[src/rtl/arb_pkg.sv]
// Shared definitions for the BRAM port arbiter.
//   arb_state_e : arbiter FSM encoding (IDLE -> BURST -> DONE -> IDLE)
//   idx_w/beat_w: widths of the requester index and beat counter; modules
//                 turn these into their IDX_WIDTH / BEAT_WIDTH localparams
//                 because a package cannot see a module's parameters.
package arb_pkg;

  typedef enum logic [1:0] {
    ST_IDLE  = 2'd0,
    ST_BURST = 2'd1,
    ST_DONE  = 2'd2
  } arb_state_e;

  function automatic int idx_w(input int num_req);
    return (num_req < 2) ? 1 : $clog2(num_req);
  endfunction

  function automatic int beat_w(input int burst_len);
    return (burst_len < 2) ? 1 : $clog2(burst_len);
  endfunction

endpackage

[src/rtl/rr_priority_picker.sv]
// Combinational round-robin picker.
//   req     : request vector
//   ptr     : index where the scan starts (wraps past NUM_REQ-1)
//   win     : one-hot winner (0 when no request)
//   win_idx : binary index of the winner
//   any_req : at least one request is set
module rr_priority_picker #(
  parameter int NUM_REQ   = 4,
  parameter int IDX_WIDTH = 2
) (
  input  logic [NUM_REQ-1:0]   req,
  input  logic [IDX_WIDTH-1:0] ptr,
  output logic [NUM_REQ-1:0]   win,
  output logic [IDX_WIDTH-1:0] win_idx,
  output logic                 any_req
);

  int j;

  // Scan from the farthest offset back to offset 0, so the closest set bit
  // at or after ptr is the last one written and therefore wins.
  always_comb begin
    win     = '0;
    win_idx = '0;
    any_req = |req;
    j       = 0;
    for (int k = NUM_REQ - 1; k >= 0; k--) begin
      j = (int'(ptr) + k) % NUM_REQ;
      if (req[IDX_WIDTH'(j)]) begin
        win                 = '0;
        win[IDX_WIDTH'(j)]  = 1'b1;
        win_idx             = IDX_WIDTH'(j);
      end
    end
  end

endmodule

[src/rtl/mem_port_arbiter.sv]
// Round-robin arbiter sharing one single-port BRAM among NUM_REQ requesters.
// Each grant is a fixed BURST_LEN-beat read or write burst.
//   req/req_we/req_addr : per-requester level request, direction, base address
//   req_wdata           : per-requester write data, muxed by the current owner
//   gnt/done            : one-hot beat grant, one-cycle completion pulse
//   mem_*               : BRAM port (1-cycle read latency on mem_rdata)
//   rdata/rdata_valid/rdata_id : read data returned to the burst owner
module mem_port_arbiter
  import arb_pkg::*;
#(
  parameter int NUM_REQ    = 4,
  parameter int ADDR_WIDTH = 10,
  parameter int DATA_WIDTH = 64,
  parameter int BURST_LEN  = 5
) (
  input  logic                          clk,
  input  logic                          rst_n,
  input  logic [NUM_REQ-1:0]            req,
  input  logic [NUM_REQ-1:0]            req_we,
  input  logic [NUM_REQ*ADDR_WIDTH-1:0] req_addr,
  input  logic [NUM_REQ*DATA_WIDTH-1:0] req_wdata,
  output logic [NUM_REQ-1:0]            gnt,
  output logic [NUM_REQ-1:0]            done,
  output logic                          mem_en,
  output logic                          mem_we,
  output logic [ADDR_WIDTH-1:0]         mem_addr,
  output logic [DATA_WIDTH-1:0]         mem_wdata,
  input  logic [DATA_WIDTH-1:0]         mem_rdata,
  output logic [DATA_WIDTH-1:0]         rdata,
  output logic                          rdata_valid,
  output logic [$clog2(NUM_REQ)-1:0]    rdata_id
);

  localparam int IDX_WIDTH  = idx_w(NUM_REQ);
  localparam int BEAT_WIDTH = beat_w(BURST_LEN);

  arb_state_e            state, state_n;
  logic [IDX_WIDTH-1:0]  idx, idx_n, ptr, ptr_n, win_idx;
  logic [BEAT_WIDTH-1:0] beat, beat_n;
  logic [NUM_REQ-1:0]    win, gnt_n, done_n;
  logic                  any_req, mem_en_n, mem_we_n, rd_vld_n;
  logic [ADDR_WIDTH-1:0] mem_addr_n;
  logic [IDX_WIDTH-1:0]  rd_id_n;

  rr_priority_picker #(
    .NUM_REQ  (NUM_REQ),
    .IDX_WIDTH(IDX_WIDTH)
  ) u_picker (
    .req    (req),
    .ptr    (ptr),
    .win    (win),
    .win_idx(win_idx),
    .any_req(any_req)
  );

  always_comb begin
    state_n    = state;
    idx_n      = idx;
    ptr_n      = ptr;
    beat_n     = beat;
    gnt_n      = gnt;
    done_n     = '0;
    mem_en_n   = mem_en;
    mem_we_n   = mem_we;
    mem_addr_n = mem_addr;
    unique case (state)
      ST_IDLE: begin
        if (any_req) begin
          state_n    = ST_BURST;
          idx_n      = win_idx;
          beat_n     = '0;
          gnt_n      = win;
          mem_en_n   = 1'b1;
          mem_we_n   = req_we[win_idx];
          mem_addr_n = req_addr[int'(win_idx)*ADDR_WIDTH +: ADDR_WIDTH];
        end
      end
      ST_BURST: begin
        if (beat == BEAT_WIDTH'(BURST_LEN - 1)) begin
          state_n  = ST_DONE;
          gnt_n    = '0;
          mem_en_n = 1'b0;
          mem_we_n = 1'b0;
          done_n   = gnt;
          ptr_n    = IDX_WIDTH'((int'(idx) + 1) % NUM_REQ);
        end else begin
          beat_n     = beat + 1'b1;
          // base+beat is tracked incrementally; the address wraps silently
          mem_addr_n = mem_addr + 1'b1;
        end
      end
      ST_DONE: state_n = ST_IDLE;
      default: state_n = ST_IDLE;
    endcase
  end

  // Read data comes back one cycle after each read beat.
  assign rd_vld_n = mem_en & ~mem_we;
  assign rd_id_n  = rd_vld_n ? idx : rdata_id;

  always_ff @(posedge clk or negedge rst_n) begin
    if (!rst_n) begin
      state       <= ST_IDLE;
      idx         <= '0;
      ptr         <= '0;
      beat        <= '0;
      gnt         <= '0;
      done        <= '0;
      mem_en      <= 1'b0;
      mem_we      <= 1'b0;
      mem_addr    <= '0;
      rdata_valid <= 1'b0;
      rdata_id    <= '0;
    end else begin
      state       <= state_n;
      idx         <= idx_n;
      ptr         <= ptr_n;
      beat        <= beat_n;
      gnt         <= gnt_n;
      done        <= done_n;
      mem_en      <= mem_en_n;
      mem_we      <= mem_we_n;
      mem_addr    <= mem_addr_n;
      rdata_valid <= rd_vld_n;
      rdata_id    <= rd_id_n;
    end
  end

  assign mem_wdata = req_wdata[int'(idx)*DATA_WIDTH +: DATA_WIDTH];
  assign rdata     = mem_rdata;

endmodule

[config.mk]
export PLATFORM = sky130hd
export DESIGN_NAME = mem_port_arbiter
export DESIGN_NICKNAME = d
export VERILOG_FILES = /design/src/rtl/arb_pkg.sv /design/src/rtl/rr_priority_picker.sv /design/src/rtl/mem_port_arbiter.sv
export SDC_FILE = /design/constraint.sdc
export NUM_CORES = 1
export LEC_CHECK = 0
export CAP_MARGIN = 40
export CORE_AREA = 2 2 201 203
export CTS_CLUSTER_DIAMETER = 200
export DETAILED_ROUTE_END_ITERATION = 12
export DIE_AREA = 0 0 203 205
export DONT_BUFFER_PORTS = 1
export SYNTH_ARGS = -nofsm -noshare
export SYNTH_HDL_FRONTEND = slang
export SYNTH_SLANG_ARGS = --single-unit
[constraint.sdc]
create_clock -name clk -period 4.6 [get_ports clk]
set_input_delay 0.69 -clock clk [delete_from_list [all_inputs] [get_ports clk]]
set_output_delay 0.69 -clock clk [all_outputs]
set_load 0.02 [all_outputs]
# Word-level counts from Yosys, hierarchy flattened
# Index checks and enable logic that the tools add are counted.
dict set report totals {
  output_inout_bits 151
  wordCells 97
  register_bits 32
}
dict set report classes {
  n_bitwise 2
  reduce_logical 12
  mul 1
  n_lt_le_gt_ge 9
  add_sub_neg 6
  shift 2
  n_mux 49
  eq_ne 5
}
# operator count
set ops {}
lappend ops {{variable part select 256 x 9 -> 64 bit} 1}
lappend ops {{variable part select 40 x 7 -> 10 bit} 1}
lappend ops {{2-to-1 mux 4 bit} 8}
lappend ops {{2-to-1 mux 10 bit} 2}
lappend ops {{case mux 10 bit (2 select lines)} 1}
lappend ops {{< comparator 2 x 4 -> 1 bit (second input constant)} 4}
lappend ops {{2-to-1 mux 1 bit} 16}
lappend ops {{2-to-1 mux 2 bit} 6}
lappend ops {{adder 10 x 1 -> 10 bit (second input constant)} 1}
lappend ops {{binary-select mux 1 bit (select 2 bit)} 5}
lappend ops {{demux 1 bit (select 2 bit)} 4}
lappend ops {{greater-or-equal comparator 2 x 1 -> 1 bit (second input constant)} 4}
lappend ops {{case mux 4 bit (2 select lines)} 1}
lappend ops {{2-to-1 mux 3 bit} 2}
lappend ops {{inequality test 2 bit (second input constant)} 3}
lappend ops {{case mux 3 bit (2 select lines)} 1}
lappend ops {{AND reduction 2 bit} 3}
lappend ops {{AND reduction 3 bit} 2}
lappend ops {{multiplier 2 x 3 -> 5 bit (second input constant)} 1}
lappend ops {{adder 2 x 1 -> 2 bit (second input constant)} 2}
lappend ops {{adder 2 bit (second input constant)} 2}
lappend ops {{logical AND 1 bit} 4}
lappend ops {{case mux 1 bit (2 select lines)} 2}
lappend ops {{case mux 2 bit (2 select lines)} 1}
lappend ops {{other kinds (9)} 9}

# Logic depth before layout (Yosys ltp)
# Gate-level depths: netlist (run 1).
dict set report logic_depth {
  depth_word 12
  depth_mapped 10
}

# By module
# A second synthesis (run 1) with hierarchy kept.
dict set report unflattened {
  hier_cells 362
  area_unflattened_um2 4287.9
}
# module seq_area_each_um2 n_inst area_each_um2 cells_per_inst
set modules_own_cells {}
lappend modules_own_cells {mem_port_arbiter 800.8 1 3736.1 295}
lappend modules_own_cells {rr_priority_picker 0.0 1 551.8 67}

# Least setup slack after synthesis (run 1)
# OpenSTA, ideal clock, no wires.
dict set report synth_timing {
  path_type {register -> register}
  startpoint {register ptr[0]}
  endpoint {register mem_addr[5]}
  stages_incl_launch_ff 10
  required_ps 4474
  path_slack_ps 1833
  arrival_time_ps 2641
  cell_sequence {dfrtp_1 > buf_6 > buf_2 > inv_1 > ha_1 > a2111o_1 > a21oi_2 > buf_4 > mux4_2 > a221o_1}
}
dict set report synth_between {
  elab_chain_len 12
}
# element line
set synth_rtl {}
lappend synth_rtl {{from (decl)} mem_port_arbiter.sv:38} ;# logic [IDX_WIDTH-1:0] idx, idx_n, ptr, ptr_n, win_idx;
lappend synth_rtl {{from (signal assigned)} mem_port_arbiter.sv:117} ;# ptr <= ptr_n;
lappend synth_rtl {{adder 2 bit} rr_priority_picker.sv:28} ;# j = (int'(ptr) + k) % NUM_REQ;
lappend synth_rtl {{binary-select mux 1 bit (select 2 bit)} rr_priority_picker.sv:29} ;# if (req[IDX_WIDTH'(j)]) begin
lappend synth_rtl {{2-to-1 mux 1 bit (not written as such) (2 in series)} rr_priority_picker.sv:29}
lappend synth_rtl {{2-to-1 mux 2 bit (3 in series)} rr_priority_picker.sv:29}
lappend synth_rtl {{2-to-1 mux 2 bit *} rr_priority_picker.sv:29}
lappend synth_rtl {{multiplier 2 x 3 -> 5 bit *} mem_port_arbiter.sv:75} ;# mem_addr_n = req_addr[int'(win_idx)*ADDR_WIDTH +: ADDR_WIDTH];
lappend synth_rtl {{variable part select 40 x 7 -> 10 bit *} mem_port_arbiter.sv:75}
lappend synth_rtl {{2-to-1 mux 10 bit *} mem_port_arbiter.sv:68} ;# if (any_req) begin
lappend synth_rtl {{case mux 10 bit (2 select lines) *} mem_port_arbiter.sv:66} ;# unique case (state)
lappend synth_rtl {{to (signal assigned)} mem_port_arbiter.sv:123} ;# mem_addr <= mem_addr_n;
lappend synth_rtl {{to (decl)} mem_port_arbiter.sv:26} ;# output logic [ADDR_WIDTH-1:0] mem_addr,
# Mark *: on every way between the ends. The rest lies on a longest branch, timed or not. The select of a mux whose other input is x is not followed.
# A chain may end at the register's enable or synchronous reset.

# Worst setup path in the final report (run 1)
dict set report layout_timing {
  startpoint {register ptr[0]}
  endpoint {register mem_addr[1]}
}
# Same word-level chain as after synthesis.

==> run metrics, run 1 <==
status=finished clean; max-slew violations=0; Synth top cells by count=buf_4, mux4_2, dfrtp_1; setup ws final=920 ps; min Tclk post-route=about 3700 ps; initial antenna violation count=29; worst min-delay path class=input pin to asynchronous set/reset pin; Tcrit/Tclk final=between 70% and 80%; unrepaired setup endpoints after global routing=false; Final Setup Violations=0; FP Rows=73; max cap viols=0; Max transition margin=between 40% and 50%; Post-synth EDFFs=0; Setup crit start kind=register; cts repair resizes=0; Avg WL per Cell=around 33 µm; Mapped Avg Cell Area=roughly 11 µm²; global route total overflow=0; Post-Route WL=about 27000 µm; Syn Std Cell Area=4250 µm²; Initial Util=between 10 and 15%; distinct cell type count after synthesis=52; worst endpoint data arrival time=3840 ps; DRT iter0 DRCs=~270; first-pass GRT wire length=~33000 µm; r2r setup slk=just over 900 ps; Int Pwr=around 1.5 mW; Crit-path slowest cell=dfrtp_1; vias in the first global route=~3400; reg-to-reg critical path endpoint=mem_addr[1]; Critical Path Sink Type=register; switching power=between 1.5 and 2 mW; Synth-to-Final Area Change=6.35%; WP buf/inv=1; Required @ worst endpoint=4760 ps; maximum vdd drop=around 0.00043 V; Initial DRT Pass Iterations=5; FILL cells=about 4500; antenna-violating nets left=0; Place WS=around 900 ps; Worst setup endpoint=mem_addr[1]; H-tree depth=2; critical path's top delay family=compound AO/OA/AOI/OAI gates; gp weighted congestion=0.858; clock buffer count from CTS=5; # port buffers=0; WS Path Type=register to register; Post-Synthesis Cells=370; syn_nets=750; worst hold margin=~95 ps; Seq cells post-synth=32; clock power share=about a tenth; clock-pin transition on the worst setup and hold timing paths=60 ps; Core Area=roughly 40000 µm²; dominant synthesized flop cell=dfrtp_1; Fmax=about 270 MHz; R2R depth=7; P_leak=~1.4 nW; final hold violation count=0; Synth area leader=mux4_2; CP Cell Sequence=inv_1 > ha_1 > a2111o_1 > a21oi_2 > mux2_2 > a222oi_1 > o21ai_0; switch share=a little over half; worst-path fanout max=20; Post-CTS Setup Inserts=0; Reg2Reg Launch Point=ptr[0]; setup TNS=0 ps; dpl hpwl=~24000 µm; layout cells sized above 1=33.8%; Comb pwr share=65.9%; sequential share of the synthesized area=a little under a fifth; nets@finish=roughly 670; Tot GR Track Use=about 12%; asr flop ratio synth=100%; vias post-DR=3365; TritonCTS clock tree=built; clk root buf=clkbuf_16; Synth Warn #=0; total power=around 3.3 mW; Die Width=roughly 200 µm; Chip Height=205 µm; Flop pwr share=roughly a quarter; Fin Clk Skew=between 8 and 9 ps; Pwr Density=724 nW/µm²; DIE AREA=~42000 µm²; DRC viols=0; Worst Tran Pin Value=772 ps; post-synth top area share=a little over a third; clock buffer depth=2; io pins=521; clock sink count=32; Via density=between 4 and 5; Max stage delay on crit path=between 800 and 900 ps; clk_lat worst skew=280 ps; cell count along the critical path=7; Area contributors post-synth=mux4_2, dfrtp_1, buf_4; Worst Setup SP=ptr[0]; hold_buf cts=0; largest net degree at the start of global routing=57
-- through the flow --
stage / utilization, % / cells / cell area (µm²)
floorplan: - / 370 / 4250
global placement: 11.0 / 809 / 4340
detailed placement: 11.1 / 810 / 4360
CTS: 11.5 / 818 / 4510
global route: 11.5 / 820 / 4520
finish: 11.5 / 822 / 4520
-- flip-flops by register name (all words and copies together), names as in the netlist --
| signal | count |
|---|---|
| idx | 2 |
| rdata_valid | 1 |
| state | 2 |
| mem_addr | 10 |
| done | 4 |
| gnt | 4 |
| mem_en | 1 |
| ptr | 2 |
| mem_we | 1 |
| rdata_id | 2 |
| beat | 3 |
-- placed cells by master, fill, tap and decap left out, types with 7 or more instances in the layout --
master / instances
nand2_1: 24
nand3_1: 9
mux4_1: 7
ha_1: 10
a21oi_1: 8
o21ai_0: 18
mux4_2: 66
mux2i_1: 8
nor2_1: 18
inv_1: 9
dfrtp_1: 30
mux2_2: 7
-- layer usage --
| layer | vias to the layer above | GRT usage [%] | share of wire (%) |
|---|---|---|---|
| met5 | - | 0 | 0.11 |
| met4 | 4 | 1.54 | 2.0 |
| met3 | 48 | 6.40 | 14 |
| met2 | 433 | 19.7 | 46 |
| met1 | 1627 | 14.4 | 38 |
| li1 | 1253 | - | - |
-- kinds of logic after synthesis --
group / count (synthesis) / synth area share, %
buf+inv: 98 / 15.0
mux: 89 / 43.4
simple gates: 78 / 8.97
compound gates: 60 / 10.3
flops: 32 / 18.8
fa+ha+maj: 10 / 2.94
xor+xnor: 3 / 0.618
-- how the worst min path moves through the flow --
| stage | start | to | depth (start not counted) |
|---|---|---|---|
| after floorplan | rst_n | beat[0] | 0 |
| after global placement | rst_n | mem_addr[8] | 0 |
| after detailed placement | rst_n | mem_addr[8] | 0 |
| after CTS | rst_n | mem_addr[8] | 0 |
| after global routing | rst_n | mem_addr[8] | 0 |
| final | rst_n | mem_addr[8] | 0 |
-- final cells by class --
class	instances	area [µm²]	share of cell area, %
inverter	9	33.8	0.747
antenna	4	10.0	0.221
timing repair buffer	4	50.0	1.11
clock buffer	5	125	2.77
clock inverter	3	23.8	0.526
sequential	32	808	17.9
multi-input combinational	240	2820	62.2
tap	525	657	14.5
-- power groups by stage --
stage	sequential [mW]	combinational (mW)	clock (mW)
2_1_floorplan	0.596	2.00	0
3_3_place_gp	0.874	2.02	0
3_5_place_dp	0.794	2.18	0
4_1_cts	0.792	2.18	0.348
5_1_grt	0.827	2.31	0.357
6_report	0.781	2.16	0.337
-- worst register-to-register path, cell delays in order (launching register included) --
cell and delay (ps):
dfrtp_1 820, inv_1 300, ha_1 560, a2111o_1 460
a21oi_2 610, mux2_2 420, a222oi_1 270, o21ai_0 120
Note: power is estimated with default switching activity, not from simulation.
==> run 2, diff against run 1 <==
- clock period: 4.6 -> 3.12 ns (I/O delays scaled with it)
==> run 2 against run 1 <==
  * Clock skew fell by 3.4 ps
  * Routed wire length rose by 0.38%
  * Clock power rose by 47%
  * Count of clock-buffer cells in the layout did not move
  * Critical path depth did not move
  * Register-to-register slack got worse by 520 ps
  * Cell count rose by 1.5%
  * Sequential share of layout area fell by 0.36 points
  * Power rose by 51%
  * Critical endpoint is now mem_addr[6]
  * Largest cell class unchanged
  * Highest routed layer unchanged
==> run metrics, run 2 (same netlist as run 1, synthesis figures left out) <==
max reg flops=10; DRC viols=0; first-pass GRT wire length=between 30000 and 40000 µm; clock buffer count from CTS=5; min Tclk post-route=2720 ps; TritonCTS clock tree=built; clock-pin transition on the worst setup and hold timing paths=about 60 ps; Synth-to-Final Area Change=8.53%; vias in the first global route=around 3300; Max transition margin=~54%; Post-Place Cells=818; CP Cell Sequence=inv_1 > ha_1 > a21oi_1 > a21oi_2 > buf_4 > mux4_2 > a221o_1; hold_buf cts=1; unrepaired setup endpoints after global routing=false; largest net degree at the start of global routing=48; Worst Tran Pin Value=between 600 and 700 ps; Pwr Density=between 1000 and 1500 nW/µm²; H-tree depth=2; nets@finish=between 600 and 700; Tcrit/Tclk final=about 87%; Core Area=~39000 µm²; Critical Path Sink Type=register; Post-Route WL=roughly 27000 µm; worst min-delay path class=input pin to asynchronous set/reset pin; final non-filler cell total=834; initial antenna violation count=29; DIE AREA=approximately 42000 µm²; Die Width=around 200 µm; Chip Height=between 200 and 250 µm; Reg with most FFs=mem_addr; setup TNS=0 ps; clock sink count=32; Avg WL per Cell=approximately 33 µm; cts repair resizes=0; GRT busiest layer=met2; Initial DRT Pass Iterations=5; status=finished clean; met2 Use GR=about 19%; maximum vdd drop=0.000510 V; io pins=about 520; biggest regs=mem_addr: 10 flops, done: 4 flops, gnt: 4 flops; worst-path fanout max=15; Initial Util=10.8%; most frequent cells in the layout=mux4_2, dfrtp_1, nand2_1; DRT iter0 DRCs=~300; Tot GR Track Use=12.1%; clock buffer depth=2; gp weighted congestion=between 0.8 and 0.9; final hold violation count=0; clk root buf=clkbuf_16; P_leak=1.49 nW; layout cells sized above 1=35.8%; dpl hpwl=between 20000 and 25000 µm; commonest non-fill, non-tap cell in the layout=mux4_2; clk_lat worst skew=280 ps; worst endpoint data arrival time=slightly below 3000 ps; FP Rows=73; grt met3 use=6.55%; antenna-violating nets left=0; Fmax=approximately 370 MHz; Fin Clk Skew=roughly 5.5 ps; total power=~4.9 mW; Final Setup Violations=0; WS Path Type=register to register; Via density=roughly 4.1; Max stage delay on crit path=~570 ps; # port buffers=0; Required @ worst endpoint=about 3300 ps; Crit-path slowest cell=ha_1; vias post-DR=~3400; Post-CTS Setup Inserts=0; max-slew violations=0; Setup crit start kind=register; M1 GR Usage=14.5%; global route total overflow=0; max cap viols=0
run 2: cell count changes in the layout (fill, tap and decap cells not counted):
| cell | change |
|---|---|
| buf_4 | +7 |
| buf_12 | +3 |
| diode_2 | +3 |
| buf_16 | -1 |
run 2: worst max-delay path, delay by kind of cell (launching register included):
family          cells  cell delay, ps
flops               1             340
buf+inv             2             340
fa+ha+maj           1             570
compound gates      3             870
mux                 1             500
run 2: routing by layer:
layer	wire length, µm	vias up
met2	12400	423
li1	-	1273
met3	3940	52
met4	634	10
met5	73	-
met1	10200	1647
run 2: path summary, 6_finish.rpt:
check,startpoint,to,slack [ps],cells after the start
max,ptr[1],mem_addr[6],400,7
min,rst_n,beat[1],20,1
max reg2reg,ptr[1],mem_addr[6],400,7
min reg2reg,beat[0],beat[0],550,1
max in group asynchronous,rst_n,idx[0],2900,1
min in group clk,req_addr[21],mem_addr[1],390,2
run 2: final cells by class:
type	count	area, µm²
fill	4458	34800
multi-input combinational	240	2820
sequential	32	808
tap	525	657
timing repair buffer	13	135
clock buffer	5	125
inverter	9	33.8
clock inverter	3	23.8
antenna	7	17.5
run 2: through the flow:
stage               instance area [µm²]  worst slack (ps)  hold slack [ps]  util (%)
global route                       4600               151             20.7      11.7
CTS                                4600               401             18.8      11.7
finish                             4620               397             18.1      11.7
global placement                   4430               457              174      11.3
detailed placement                 4430               411              174      11.3
floorplan                          4250               353              172         -
run 2: where the power goes:
group | switching, mW | leakage (nW) | total, mW | internal, mW
logic | 1.88 | 1.03 | 3.30 | 1.42
registers | 0.543 | 0.392 | 1.14 | 0.595
clock network | 0.200 | 0.0661 | 0.497 | 0.297
total | 2.63 | 1.49 | 4.94 | 2.31
==> run 3, diff against run 2 <==
- REMOVE_ABC_BUFFERS: unset -> 1
==> run 3 against run 2 <==
  * Non-clock buffer count unchanged
  * Die area unchanged
  * Clock skew decreased by 1.1 ps
  * Maximum frequency increased by 1.3%
  * Sequential cell count unchanged
  * Power increased by 2.1%
  * Worst setup slack improved by 35 ps
  * Final area increased by 1.3%
==> run metrics, run 3 (same netlist as run 1, synthesis figures left out) <==
DRT iter0 DRCs=~370; # port buffers=0; layout cells sized above 1=35.8%; worst-path fanout max=15; global route total overflow=0; Final Setup Violations=0; total power=~5 mW; maximum vdd drop=0.000354 V; multi-input logic area=between 2000 and 3000 µm²; Post-CTS Setup Inserts=0; Tot GR Track Use=between 10% and 20%; cts repair resizes=0; Tcrit/Tclk final=86.2%; Pwr Density=1080 nW/µm²; R2R depth=7; Max transition margin=just under 60%; vias in the first global route=roughly 3400; Worst setup endpoint=mem_addr[9]; Chip Height=205 µm; vias post-DR=between 3000 and 4000; Fmax=372 MHz; Fin Clk Skew=roughly 4.4 ps; Area after DPL=between 4000 and 5000 µm²; setup TNS=0 ps; unrepaired setup endpoints after global routing=false; io pins=521; gp weighted congestion=0.745; Critical Path Sink Type=register; r2r setup slk=around 430 ps; Comb pwr share=67.3%; worst min-delay path class=input pin to asynchronous set/reset pin; P_leak=about 1.5 nW; cell count along the critical path=7; clock buffer depth=2; switching power=around 2.6 mW; clock sink count=32; max-slew violations=0; Synth-to-Final Area Change=9.91%; switch share=a little over half; DIE AREA=41600 µm²; critical path's top delay family=compound AO/OA/AOI/OAI gates; fin util=between 10% and 20%; Post-Route WL=approximately 36000 µm; commonest non-fill, non-tap cell in the layout=mux4_2; hold_buf cts=1; nets@finish=a little under 700; WP buf/inv=2; Core Area=39400 µm²; max reg flops=10; Required @ worst endpoint=~3300 ps; clock power share=around 11%; final hold violation count=0; WS Path Type=register to register; antenna-violating nets left=0; Int Pwr=about 2.4 mW; reg-to-reg critical path endpoint=mem_addr[9]; DRC viols=0; Setup crit start kind=register; first-pass GRT wire length=roughly 42000 µm; max cap viols=0; min Tclk post-route=approximately 2700 ps; Reg2Reg Launch Point=ptr[0]; dpl hpwl=around 32000 µm; Worst Tran Pin Value=596 ps; most frequent cells in the layout=mux4_2, dfrtp_1, nand2_1; worst endpoint data arrival time=between 2000 and 3000 ps; Reg with most FFs=mem_addr; Initial Util=between 10% and 20%; register area=around 810 µm²; biggest regs=mem_addr: 10 flops, done: 4 flops, gnt: 4 flops; clk_lat worst skew=between 200 and 300 ps; TritonCTS clock tree=built; Max stage delay on crit path=about 610 ps; Worst Setup SP=ptr[0]; clock-pin transition on the worst setup and hold timing paths=about 60 ps; fin area=about 4700 µm²; Crit-path slowest cell=ha_1; Initial DRT Pass Iterations=5; clk root buf=clkbuf_16; H-tree depth=2; clock buffer count from CTS=5; Avg WL per Cell=42.3 µm; status=finished clean; worst hold margin=about 27 ps; Via density=roughly 4.4; FP Rows=73; Flop pwr share=around a fifth; FILL cells=approximately 4500; Die Width=just over 200 µm; largest net degree at the start of global routing=around 70; initial antenna violation count=65; CP Cell Sequence=inv_1 > ha_1 > a21oi_1 > a21oi_2 > buf_4 > mux4_1 > a221o_1
run 3: worst min path at each step:
| stage | endpoint | depth (start not counted) | from | slack [ps] |
|---|---|---|---|---|
| 3_5_place_dp | mem_addr[5] | 0 | rst_n | 170 |
| 4_1_cts | done[1] | 1 | rst_n | 20 |
| 6_report | beat[0] | 1 | rst_n | 30 |
| 2_1_floorplan | beat[0] | 0 | rst_n | 170 |
| 3_3_place_gp | mem_addr[5] | 0 | rst_n | 170 |
| 5_1_grt | beat[0] | 1 | rst_n | 40 |
run 3: metrics by stage:
step           worst slack (ps)  instances
2_1_floorplan              -699        281
3_3_place_gp                475        817
3_5_place_dp                451        817
4_1_cts                     430        826
5_1_grt                     233        837
6_report                    432        847
run 3: routing by layer:
metal | share of wire, % | vias to the layer above | track usage, %
met4 | 3.6 | 10 | 3.73
met1 | 31 | 1762 | 15.3
met3 | 15 | 131 | 10.3
met2 | 49 | 504 | 29.1
li1 | - | 1292 | -
met5 | 0.75 | - | 4.17
run 3: area by class of cell:
| class | count | share of cell area [%] |
|---|---|---|
| Clock inverter | 3 | 0.910 |
| Clock buffer | 5 | 2.68 |
| Sequential cell | 32 | 17.3 |
| Antenna cell | 20 | 1.07 |
| Inverter | 9 | 0.723 |
| Tap cell | 525 | 14.1 |
| Timing Repair Buffer | 13 | 3.05 |
| Multi-Input combinational cell | 240 | 60.2 |
run 3: power by group through the flow:
| stage | sequential [mW] | clock, mW | combinational (mW) |
|---|---|---|---|
| floorplan | 1.17 | 0 | 2.48 |
| global placement | 1.25 | 0 | 3.13 |
| detailed placement | 1.26 | 0 | 3.21 |
| CTS | 1.25 | 0.591 | 3.22 |
| global route | 1.13 | 0.609 | 3.64 |
| finish | 1.07 | 0.572 | 3.39 |
